File: src/rtl/store_buffer_pkg.sv
// store_buf_pkg: shared defaults, drain FSM states and pointer-width helper for the store buffer
package store_buf_pkg;
  localparam int SB_DEPTH = 4;
  localparam int SB_AW = 30;
  localparam int SB_DW = 32;
  typedef enum logic {SB_IDLE, SB_WRITE} sb_state_t;
  function automatic int ptr_w(input int depth);
    return $clog2(depth);
  endfunction
endpackage

File: src/rtl/store_buffer_if.sv
// store_buffer_if: CPU store/load, memory write and drain signals; slave = buffer side, master = CPU/memory side
interface store_buffer_if import store_buf_pkg::*; #(parameter int AW = SB_AW, parameter int DW = SB_DW);
  logic st_valid, st_ready;
  logic [AW-1:0] st_addr;
  logic [DW-1:0] st_data;
  logic [AW-1:0] ld_addr;
  logic ld_hit;
  logic [DW-1:0] ld_data;
  logic mem_we, mem_ack;
  logic [AW-1:0] mem_addr;
  logic [DW-1:0] mem_wdata;
  logic drain_req, empty;
  modport master(output st_valid, st_addr, st_data, ld_addr, mem_ack, drain_req,
                 input st_ready, ld_hit, ld_data, mem_we, mem_addr, mem_wdata, empty);
  modport slave(input st_valid, st_addr, st_data, ld_addr, mem_ack, drain_req,
                output st_ready, ld_hit, ld_data, mem_we, mem_addr, mem_wdata, empty);
endinterface

File: src/rtl/store_buffer_match.sv
// store_buf_match: load-address lookup over valid entries, youngest (closest to tail) match wins; outputs hit/idx/data
module store_buf_match import store_buf_pkg::*; #(
  parameter int DEPTH = SB_DEPTH,
  parameter int AW = SB_AW,
  parameter int DW = SB_DW,
  parameter int PW = ptr_w(DEPTH)
) (
  input  logic [AW-1:0] addrs [DEPTH],
  input  logic [DW-1:0] datas [DEPTH],
  input  logic [PW-1:0] tail,
  input  logic [PW:0]   count,
  input  logic [AW-1:0] ld_addr,
  output logic          hit,
  output logic [PW-1:0] idx,
  output logic [DW-1:0] data
);
  logic [PW-1:0] j;
  always_comb begin
    hit = 1'b0;
    idx = '0;
    j = '0;
    for (int k = DEPTH - 1; k >= 0; k--) begin
      j = tail - PW'(k + 1);
      if ((PW + 1)'(k) < count && addrs[j] == ld_addr) begin
        hit = 1'b1;
        idx = j;
      end
    end
  end
  assign data = hit ? datas[idx] : '0;
endmodule

File: src/rtl/store_buffer.sv
// store_buffer: posted-write FIFO draining to memory with store-to-load forwarding; optional STORE_BUF_COALESCE_EN
module store_buffer import store_buf_pkg::*; #(
  parameter int DEPTH = SB_DEPTH,
  parameter int AW = SB_AW,
  parameter int DW = SB_DW
) (
  input logic CLOCK,
  input logic RESET,
  store_buffer_if.slave bus
);
  localparam int PW = ptr_w(DEPTH);
  logic [AW-1:0] addrs [DEPTH];
  logic [DW-1:0] datas [DEPTH];
  logic [PW-1:0] head, tail, wptr, ld_idx;
  logic [PW:0] count, count_nx;
  sb_state_t state;
  logic enq, deq, merge, alloc;
  assign bus.st_ready = count != (PW + 1)'(DEPTH) && !bus.drain_req;
  assign enq = bus.st_valid && bus.st_ready;
  assign deq = state == SB_WRITE && bus.mem_ack;
`ifdef STORE_BUF_COALESCE_EN
  logic [PW-1:0] last;
  assign last = tail - PW'(1);
  // the in-flight head must not change under the memory, so it is never merged into
  assign merge = enq && count != '0 && addrs[last] == bus.st_addr && !(state == SB_WRITE && last == head);
  assign wptr = merge ? last : tail;
`else
  assign merge = 1'b0;
  assign wptr = tail;
`endif
  assign alloc = enq && !merge;
  assign count_nx = count + (PW + 1)'(alloc) - (PW + 1)'(deq);
  assign bus.empty = count == '0;
  assign bus.mem_we = state == SB_WRITE;
  assign bus.mem_addr = bus.mem_we ? addrs[head] : '0;
  assign bus.mem_wdata = bus.mem_we ? datas[head] : '0;
  always_ff @(posedge CLOCK or posedge RESET) begin
    if (RESET) begin
      head <= '0;
      tail <= '0;
      count <= '0;
      state <= SB_IDLE;
    end else begin
      head <= head + PW'(deq);
      tail <= tail + PW'(alloc);
      count <= count_nx;
      state <= (state == SB_IDLE ? count != '0 : count_nx != '0) ? SB_WRITE : SB_IDLE;
    end
  end
  always_ff @(posedge CLOCK) begin
    if (enq) begin
      addrs[wptr] <= bus.st_addr;
      datas[wptr] <= bus.st_data;
    end
  end
  store_buf_match #(.DEPTH(DEPTH), .AW(AW), .DW(DW)) u_match (
    .addrs(addrs),
    .datas(datas),
    .tail(tail),
    .count(count),
    .ld_addr(bus.ld_addr),
    .hit(bus.ld_hit),
    .idx(ld_idx),
    .data(bus.ld_data)
  );
  always_comb if (bus.ld_hit) assert (addrs[ld_idx] == bus.ld_addr);
endmodule

File: src/flat_wrapper.sv
// flat-port wrapper written by rule: the top's interface ports become plain ports
module store_buffer_flat import store_buf_pkg::*;
#(
  parameter int DEPTH = SB_DEPTH,
  parameter int AW = SB_AW,
  parameter int DW = SB_DW
)
  (CLOCK, RESET, bus_st_valid, bus_st_addr, bus_st_data, bus_ld_addr, bus_mem_ack, bus_drain_req, bus_st_ready, bus_ld_hit, bus_ld_data, bus_mem_we, bus_mem_addr, bus_mem_wdata, bus_empty);
  store_buffer_if #(.AW(AW), .DW(DW)) bus_i ();
  input logic CLOCK;
  input logic RESET;
  input wire logic [$bits(bus_i.st_valid)-1:0] bus_st_valid;
  input wire logic [$bits(bus_i.st_addr)-1:0] bus_st_addr;
  input wire logic [$bits(bus_i.st_data)-1:0] bus_st_data;
  input wire logic [$bits(bus_i.ld_addr)-1:0] bus_ld_addr;
  input wire logic [$bits(bus_i.mem_ack)-1:0] bus_mem_ack;
  input wire logic [$bits(bus_i.drain_req)-1:0] bus_drain_req;
  output wire logic [$bits(bus_i.st_ready)-1:0] bus_st_ready;
  output wire logic [$bits(bus_i.ld_hit)-1:0] bus_ld_hit;
  output wire logic [$bits(bus_i.ld_data)-1:0] bus_ld_data;
  output wire logic [$bits(bus_i.mem_we)-1:0] bus_mem_we;
  output wire logic [$bits(bus_i.mem_addr)-1:0] bus_mem_addr;
  output wire logic [$bits(bus_i.mem_wdata)-1:0] bus_mem_wdata;
  output wire logic [$bits(bus_i.empty)-1:0] bus_empty;
  assign bus_i.st_valid = bus_st_valid;
  assign bus_i.st_addr = bus_st_addr;
  assign bus_i.st_data = bus_st_data;
  assign bus_i.ld_addr = bus_ld_addr;
  assign bus_i.mem_ack = bus_mem_ack;
  assign bus_i.drain_req = bus_drain_req;
  assign bus_st_ready = bus_i.st_ready;
  assign bus_ld_hit = bus_i.ld_hit;
  assign bus_ld_data = bus_i.ld_data;
  assign bus_mem_we = bus_i.mem_we;
  assign bus_mem_addr = bus_i.mem_addr;
  assign bus_mem_wdata = bus_i.mem_wdata;
  assign bus_empty = bus_i.empty;
  store_buffer #(.DEPTH(DEPTH), .AW(AW), .DW(DW)) u_core (.CLOCK(CLOCK), .RESET(RESET), .bus(bus_i));
endmodule
File: config.mk
export PLATFORM = sky130hd
export DESIGN_NAME = store_buffer_flat
export DESIGN_NICKNAME = d
export VERILOG_FILES = /design/src/rtl/store_buffer_pkg.sv /design/src/rtl/store_buffer_if.sv /design/src/rtl/store_buffer_match.sv /design/src/rtl/store_buffer.sv /design/src/flat_wrapper.sv
export SDC_FILE = /design/constraint.sdc
export NUM_CORES = 1
export LEC_CHECK = 0
export CAP_MARGIN = 25
export CORE_MARGIN = 2
export CORE_UTILIZATION = 45
export CTS_CLUSTER_SIZE = 24
export DETAILED_ROUTE_END_ITERATION = 8
export GPL_ROUTABILITY_DRIVEN = 0
export PLACE_DENSITY = 0.7
export SYNTH_ARGS = -nofsm -noshare
export SYNTH_HDL_FRONTEND = slang
export SYNTH_SLANG_ARGS = --single-unit
File: constraint.sdc
create_clock -name CLOCK -period 5.2 [get_ports CLOCK]
set_input_delay 1.04 -clock CLOCK [delete_from_list [all_inputs] [get_ports CLOCK]]
set_output_delay 1.04 -clock CLOCK [all_outputs]
set_load 0.01 [all_outputs]
==> impl_results.md, run 1 <==
* Via total after detailed routing at 11900
* Period utilization at 1.11
* WL final at 48.5 mm
* Delay of the slowest critical-path stage at 530 ps
* First-pass GRT wire length at between 70 and 80 mm
* CP startpoint kind: register
* Residual DRC at 0
* Leakage at 7.67 nW
* Routed vias/inst at 6.11
* Internal power of the cells at 7.47 mW
* Initial antenna violation count at 3
* Setup CP Type: register to output port
* Hold crit path type: register to register
* Number of global-route vias before repair at 11900
* Syn nets at roughly 1200
* H-tree levels at 1
* RSZ-0062 raised after global routing: yes
* Flop pwr share at 0.239
* Clk network pwr share at 0.173
* EDFF count, synth at 248
* Critical hold path startpoint: u_core.count[0]
* Initial drt markers at 1079
* CP Capture Type: output port
* Worst hold stages at 2
* CP arrival at between 4000 and 5000 ps
* Logic pwr share at 0.588
* Die width at a little under 200 microns
* Core Rows at 69
* Required @ worst endpoint at 4160 ps
* Reg-to-reg endpoint: u_core.bus.mem_we
* DR WL/cell at 24.9 microns
* Max-cap violation count at 0
* # clock sinks at 256
* Top Ports at around 200
* Async set or reset register ratio after synthesis at 0.0313
* CTS tree: built
* Final setup violation count at 32
* Length of the first detailed-routing pass in iterations at 5
* Avg Cell Area, Syn at 14.2 sq um
* DP Wirelength at about 33 mm
* CP max FO at 8
* #FFs+latches synth at 256
* Post-layout util at 0.610
* Post-synthesis sequential area ratio at 0.475
* Largest net degree at the start of global routing at 47
* Total CTS buffers at 28
* Psw at roughly 4.4 mW
* Max Fclk at 173 MHz
* Port Buf Inserts at 194
* Skew-Pair Late Insertion Delay at 560 ps
* Hold endpoint: u_core.bus.mem_we
* Initial core utilization at 0.455
* Pins Over Slew Limit at 0
* Status: finished with violations
* Ratio of cells with drive above 1 in the final layout at 0.373
* GRT Overall Usage at 0.258
* Pre-CTS setup slack at -915 ps
* Design area at 21600 sq um
* Clock skew at 7.66 ps
* Setup WS post-layout at -593 ps
* Core area at 35400 sq um
* Synthesized cell area at about 16000 sq um
* Reg2reg start: u_core.bus.mem_we
* Post-Synthesis Cells at between 1000 and 1500
* Die H at 193 microns
* Placed Area at 19700 sq um
* Setup slack, reg-to-reg at 2200 ps
* Die area at 37300 sq um
* Area growth syn-to-layout at 34.2%
* Switching share of power at 0.369
* Most Frequent Cell on Critical Path: buf_12
* R2r worst-path depth at 10
* Final min period at 5790 ps
* Power per cell area at 548 nW/um^2
* Fin. Hold Viols at 0
* Grt total ovfl at 0
* CP cell instances: inv_4 -> ha_4 -> buf_12 -> buf_12 -> mux4_2 -> xnor2_2 -> nand4_1 -> nor4_4 -> nand4_2 -> buf_6 -> o211ai_1 -> buf_4 -> nand3_4 -> nor2b_4 -> buf_12 -> buf_16 -> mux2_4 -> o2bb2ai_4 -> buf_6
* Longest Clk Path Bufs at 3
* Yosys warns at 0
* DRT antenna net count at 0
* Worst-Margin Slew at 860 ps
* Post-synthesis cell type count at 75
* Cell chosen for the clock root: clkbuf_16
* Peak VDD IR at 320 uV
* Synth Flop Type: edfxtp_1
* Slew headroom at 0.427
* Highest-delay cell along the critical path: mux4_2
* Clock-pin slew on the worst setup and hold paths at ~60 ps
* NumNets Final at 1573
* Failing checks: negative setup slack
==> worst max-delay path by stage <==
stage	from	end	slack [ps]	depth (start not counted)
floorplan	u_core.tail[0]	bus_ld_data[26]	-30	20
global placement	bus_ld_addr[13]	bus_ld_data[3]	-870	14
detailed placement	bus_ld_addr[13]	bus_ld_data[3]	-920	14
CTS	u_core.tail[0]	bus_ld_data[13]	-650	20
global route	u_core.tail[0]	bus_ld_data[20]	-700	19
finish	u_core.tail[0]	bus_ld_data[20]	-590	19
==> state kept, by name, indices dropped and copies added, names as in the netlist <==
register           flops
u_core.tail            2
u_core.datas         128
u_core.count           3
u_core.addrs         120
u_core.head            2
u_core.bus.mem_we      1
==> metal layers <==
layer / routed length (microns) / up-vias / share of wire / global-route usage
met3: 3600 / 94 / 0.074 / 0.0449
met4: 1370 / 2 / 0.028 / 0.0760
met2: 22700 / 481 / 0.47 / 0.404
met5: 13 / - / 0.00027 / 0
met1: 20900 / 6117 / 0.43 / 0.370
li1: - / 5213 / - / -
==> synthesized netlist by cell type, types with 5 or more instances <==
master,count,area [sq um]
buf_2,10,50.1
dfrtp_1,8,200
o22ai_1,11,68.8
o2bb2ai_1,36,315
buf_1,11,41.3
mux2_2,40,450
o21ai_0,40,200
nor3_1,10,50.1
a21oi_1,9,45.0
clkbuf_1,47,176
a221oi_1,6,52.6
nand2b_1,5,31.3
nor2_1,28,105
edfxtp_1,248,7450
buf_4,13,97.6
xnor2_1,80,701
nand3_1,10,50.1
nand4_1,9,56.3
and2_1,68,425
nor4_1,11,68.8
mux2i_1,120,1200
a31oi_1,5,31.3
nand2_1,14,52.6
a211oi_1,14,105
ha_1,10,125
inv_1,29,109
mux4_2,118,2660
buf_6,10,113
xor2_1,21,184
and3_1,8,50.1
o32ai_1,9,78.8
==> logic make-up after synthesis <==
logic type                 share of synthesized area
buffers and inverters                         0.0418
muxes                                          0.268
xor gates and xnor gates                      0.0550
AOI/OAI and AO/OA                             0.0821
DFF                                            0.475
adders and majority gates                    0.00902
and+or+nand+nor                               0.0691
==> through the flow <==
stage / power [mW] / hold WS (ps) / cells / setup TNS [ps]
2_1_floorplan: 7.07 / 477 / 1133 / -740
6_report: 11.8 / 635 / 1949 / -17170
5_1_grt: 12.4 / 673 / 1949 / -20510
4_1_cts: 11.7 / 634 / 1938 / -17590
3_5_place_dp: 9.17 / 621 / 1856 / -26470
3_3_place_gp: 9.11 / 622 / 1856 / -24670
==> worst max-delay path, delay by kind of cell, from the launching register on <==
family,cells,cell delay [ps]
buffers and inverters,8,1060
AND/OR/NAND/NOR,5,1020
flip-flops,1,460
multiplexers,2,840
adder cells (fa/ha/maj),1,310
AO/OA/AOI/OAI,2,310
XOR/XNOR,1,170
==> power groups by stage <==
| stage | logic, mW | clock network, mW | registers, mW |
|---|---|---|---|
| finish | 6.97 | 2.05 | 2.83 |
| detailed placement | 6.31 | 0 | 2.86 |
| CTS | 6.76 | 2.08 | 2.82 |
| global placement | 6.27 | 0 | 2.84 |
| floorplan | 4.39 | 0 | 2.68 |
| global route | 7.38 | 2.16 | 2.87 |
==> repair_timing <==
item / in CTS / in global routing
hold buffers: 0 / 0
cloned: 4 / 2
setup endpoints to repair: 33 / 33
setup buffers: 28 / 11
endpoints found under the hold margin: 0 / 0
pin swaps: 30 / 21
gates resized for setup: 191 / 78
==> cell usage in the layout (no fill, tap or decap), drive strengths merged, types with 5 or more instances in the layout <==
| master | count |
|---|---|
| dfrtp | 8 |
| o21ai | 41 |
| nor3 | 10 |
| nand4 | 10 |
| xnor2 | 80 |
| nor4 | 15 |
| clkbuf | 38 |
| and2 | 68 |
| a21oi | 9 |
| buf | 231 |
| o22ai | 11 |
| nand2 | 14 |
| o32ai | 10 |
| nor2 | 29 |
| a211oi | 15 |
| a31oi | 5 |
| xor2 | 21 |
| inv | 30 |
| a2111oi | 5 |
| mux4 | 118 |
| o2bb2ai | 36 |
| clkinv | 13 |
| bufinv | 5 |
| clkdlybuf4s50 | 161 |
| a221oi | 6 |
| and3 | 8 |
| nand3 | 12 |
| edfxtp | 248 |
| mux2i | 120 |
| ha | 10 |
| nand2b | 5 |
| mux2 | 40 |
==> final cells by class <==
cell class | count | area [sq um]
Fill cell | 2692 | 13800
Multi-Input combinational cell | 752 | 8480
Clock inverter | 19 | 239
Antenna cell | 2 | 5.00
Clock buffer | 32 | 716
Tap cell | 461 | 577
Timing Repair Buffer | 398 | 3810
Inverter | 29 | 111
Sequential cell | 256 | 7660
No activity file was read; power rests on OpenSTA's default activity.
==> run 2, diff against run 1 <==
--- a/config.mk
+++ b/config.mk
@@ -11,7 +11,9 @@
 export CTS_CLUSTER_SIZE = 24
 export DETAILED_ROUTE_END_ITERATION = 8
 export GPL_ROUTABILITY_DRIVEN = 0
-export PLACE_DENSITY = 0.7
+export GPL_TIMING_DRIVEN = 0
+export MAX_ROUTING_LAYER = met4
+export PLACE_DENSITY = 0.68
 export SYNTH_ARGS = -nofsm -noshare
 export SYNTH_HDL_FRONTEND = slang
 export SYNTH_SLANG_ARGS = --single-unit
==> constraint.sdc (replaced) <==
create_clock -name CLOCK -period 5.4 [get_ports CLOCK]
set_input_delay 1.08 -clock CLOCK [delete_from_list [all_inputs] [get_ports CLOCK]]
set_output_delay 1.08 -clock CLOCK [all_outputs]
set_load 0.01 [all_outputs]
==> run 2 against run 1 <==
  * The run still ends with negative setup slack left
  * Largest cell class unchanged
  * Register-to-register slack improved by 40 ps
  * Highest routed layer is now met4
  * Combinational power rose by 7.6%
  * Clock skew grew 7.8 ps
  * Final cell count shrank 3.1%
  * Sequential cell count is the same
  * Critical path depth is 1 higher
  * Sequential power is 7.8% lower
  * Core utilization decreased by 1.5 points
  * Die area unchanged
==> impl_results.md, run 2 (same netlist as run 1, synthesis figures left out) <==
* Max-cap violation count at 0 (unchanged)
* Placed Area at 18600 sq um (-5.6%)
* Die H at 193 microns (unchanged)
* # clock sinks at 256 (unchanged)
* Port Buf Inserts at 174 (-10%)
* DP Wirelength at 37.1 mm (+11%)
* Area of the multi-input gates at 8660 sq um (+2.1%)
* CP Depth at 20 (+1)
* Reg-to-reg endpoint: u_core.bus.mem_we
* Cell chosen for the clock root: clkbuf_16
* H-tree levels at 1 (unchanged)
* Initial antenna violation count at 4 (+1)
* Max Fclk at 158 MHz
* Peak VDD IR at 339 uV (+5.9%)
* Setup WS post-layout at -915 ps (-322 ps)
* CP startpoint kind: register
* Hold crit path type: register to register
* Die area at 37300 sq um (unchanged)
* Skew-Pair Late Insertion Delay at 580 ps (+20 ps)
* Most frequent cells in the layout: edfxtp_1, clkdlybuf4s50_1, mux4_2
* Reg area at 7650 sq um (about the same)
* Total CTS buffers at 29 (+3.6%)
* Biggest regs: u_core.datas x128, u_core.addrs x120, u_core.count x3
* Length of the first detailed-routing pass in iterations at 8 (+3)
* Reg2reg start: u_core.bus.mem_we
* R2r worst-path depth at 11 (+1)
* Most common cell after layout, fill and taps aside: edfxtp_1
* Clock-pin slew on the worst setup and hold paths at 60 ps (about the same)
* Delay of the slowest critical-path stage at 530 ps (about the same)
* Area growth syn-to-layout at 31.0%
* CP Capture Type: output port
* Highest-delay cell along the critical path: mux4_2
* Setup slack, reg-to-reg at 2240 ps (+40 ps)
* Number of global-route vias before repair at 12200 (+2.2%)
* Residual DRC at 0 (unchanged)
* CP max FO at 10 (+2)
* Largest net degree at the start of global routing at 49 (+4.3%)
* Hold slack final at 522 ps (-113 ps)
* Design area at 21100 sq um (-2.4%)
* # fillers at 2786 (+3.5%)
* Ratio of cells with drive above 1 in the final layout at 0.330 (-0.0432)
* DR WL/cell at 28.2 microns (+13%)
* First-pass GRT wire length at 77.4 mm (+7.3%)
* Setup CP Type: register to output port
* Status: finished with violations
* Setup crit end: bus_ld_data[8]
* Leakage at 7.30 nW (-4.8%)
* Worst-Margin Slew at 920 ps (+59.9 ps)
* Period utilization at 1.17
* Final setup violation count at 32 (unchanged)
* Clock skew at 15.5 ps (+7.82 ps)
* Fin. Hold Viols at 0 (unchanged)
* CTS tree: built
* CP arrival at 5240 ps (+490 ps)
* Design Power at 12.0 mW (+1.5%)
* Via total after detailed routing at 12200 (+2.4%)
* Slew headroom at 0.387 (-0.0399)
* Largest Register: u_core.datas
* Pins Over Slew Limit at 0 (unchanged)
* RSZ-0062 raised after global routing: yes
* DRT antenna net count at 0 (unchanged)
* Die width at 193 microns (unchanged)
* Top Ports at 195 (unchanged)
* Required @ worst endpoint at 4320 ps (+160 ps)
* Buf/Inv on CP at 10 (+2)
* Power per cell area at 570 nW/um^2 (+4.0%)
* Number of flip-flops in the largest register at 128 (unchanged)
* Core Rows at 69 (unchanged)
* Pre-CTS setup slack at -2390 ps (-1480 ps)
* GRT Overall Usage at 0.291 (+0.0328)
* Longest Clk Path Bufs at 3 (unchanged)
* Core area at 35400 sq um (unchanged)
* CP top delay family: buffers and inverters
* Initial drt markers at 1511 (+40%)
* Routed vias/inst at 6.45 (+5.6%)
* CP cell instances: buf_12 -> buf_12 -> clkinvlp_4 -> buf_12 -> ha_4 -> buf_12 -> buf_12 -> mux4_2 -> xnor2_1 -> nor4_2 -> nand4_4 -> a311oi_4 -> o21ai_2 -> nor2b_4 -> buf_12 -> buf_4 -> buf_4 -> mux2_4 -> o2bb2ai_2 -> buf_2
* Failing checks: negative setup slack
* Initial core utilization at 0.455 (unchanged)
* Start point of the critical path: u_core.tail[0]
* Most Frequent Cell on Critical Path: buf_12
* NumNets Final at 1517 (-3.6%)
* Final min period at 6320 ps
* Grt total ovfl at 0 (unchanged)
* WL final at 53.2 mm (+9.7%)
-- run 2: cell count changes in the layout (fill, tap and decap cells not counted), moves of 5 or more --
cell	before	now
o21ai_0	28	22
buf_2	25	34
mux2i_1	105	95
mux2_2	35	24
mux2i_4	3	9
clkdlybuf4s50_1	161	141
buf_1	0	9
buf_8	1	9
mux2_4	5	16
buf_4	154	54
o21ai_1	4	9
clkbuf_1	4	47
buf_12	22	15
-- run 2: layout make-up --
| cell class | count | share of cell area |
|---|---|---|
| inverters | 29 | 0.00546 |
| repair buffers | 250 | 0.116 |
| multi-input cells | 752 | 0.411 |
| clock inverters | 12 | 0.00700 |
| plain buffers | 91 | 0.0347 |
| flip-flops and latches | 256 | 0.363 |
| diodes | 2 | 0.000237 |
| well taps | 461 | 0.0274 |
| clock buffers | 36 | 0.0357 |
-- run 2: through the flow --
stage | utilization | instances | setup TNS [ps]
2_1_floorplan | - | 1133 | 0
3_3_place_gp | 0.521 | 1768 | -72570
3_5_place_dp | 0.526 | 1774 | -73690
4_1_cts | 0.583 | 1880 | -25500
5_1_grt | 0.595 | 1889 | -27710
6_report | 0.595 | 1889 | -25690
-- run 2: what timing repair did --
item / 4_1_cts / 5_1_grt
pin swaps: 34 / 40
setup buffers: 55 / 14
hold buffers: 0 / 0
cloned: 5 / 1
endpoints found under the setup margin: 33 / 33
gates resized for setup: 304 / 78
-- run 2: power by group --
part           switching, mW  internal (mW)  leakage [nW]
clock network          0.783           1.12         0.436
registers              0.177           2.44          2.34
logic                   3.71           3.79          4.52
total                   4.67           7.35          7.30
-- run 2: routing by layer --
layer  routed length (microns)  vias up  share of wire  track usage
met5                         0        -              0            -
met4                      2030        0          0.038       0.0953
met3                      5450      156           0.10       0.0661
met2                     24200      758           0.46        0.437
met1                     21500     6187           0.40        0.392
li1                          -     5091              -            -
-- run 2: how the worst min path moves through the flow --
stage | startpoint | end | slack [ps] | depth (start not counted)
after floorplan | u_core.head[0] | u_core.head[0] | 480 | 1
after global placement | u_core.head[0] | u_core.head[0] | 490 | 1
after detailed placement | u_core.head[0] | u_core.head[0] | 490 | 1
after CTS | u_core.head[0] | u_core.head[0] | 520 | 1
after global routing | u_core.head[0] | u_core.head[0] | 550 | 1
final | u_core.head[0] | u_core.head[0] | 520 | 1
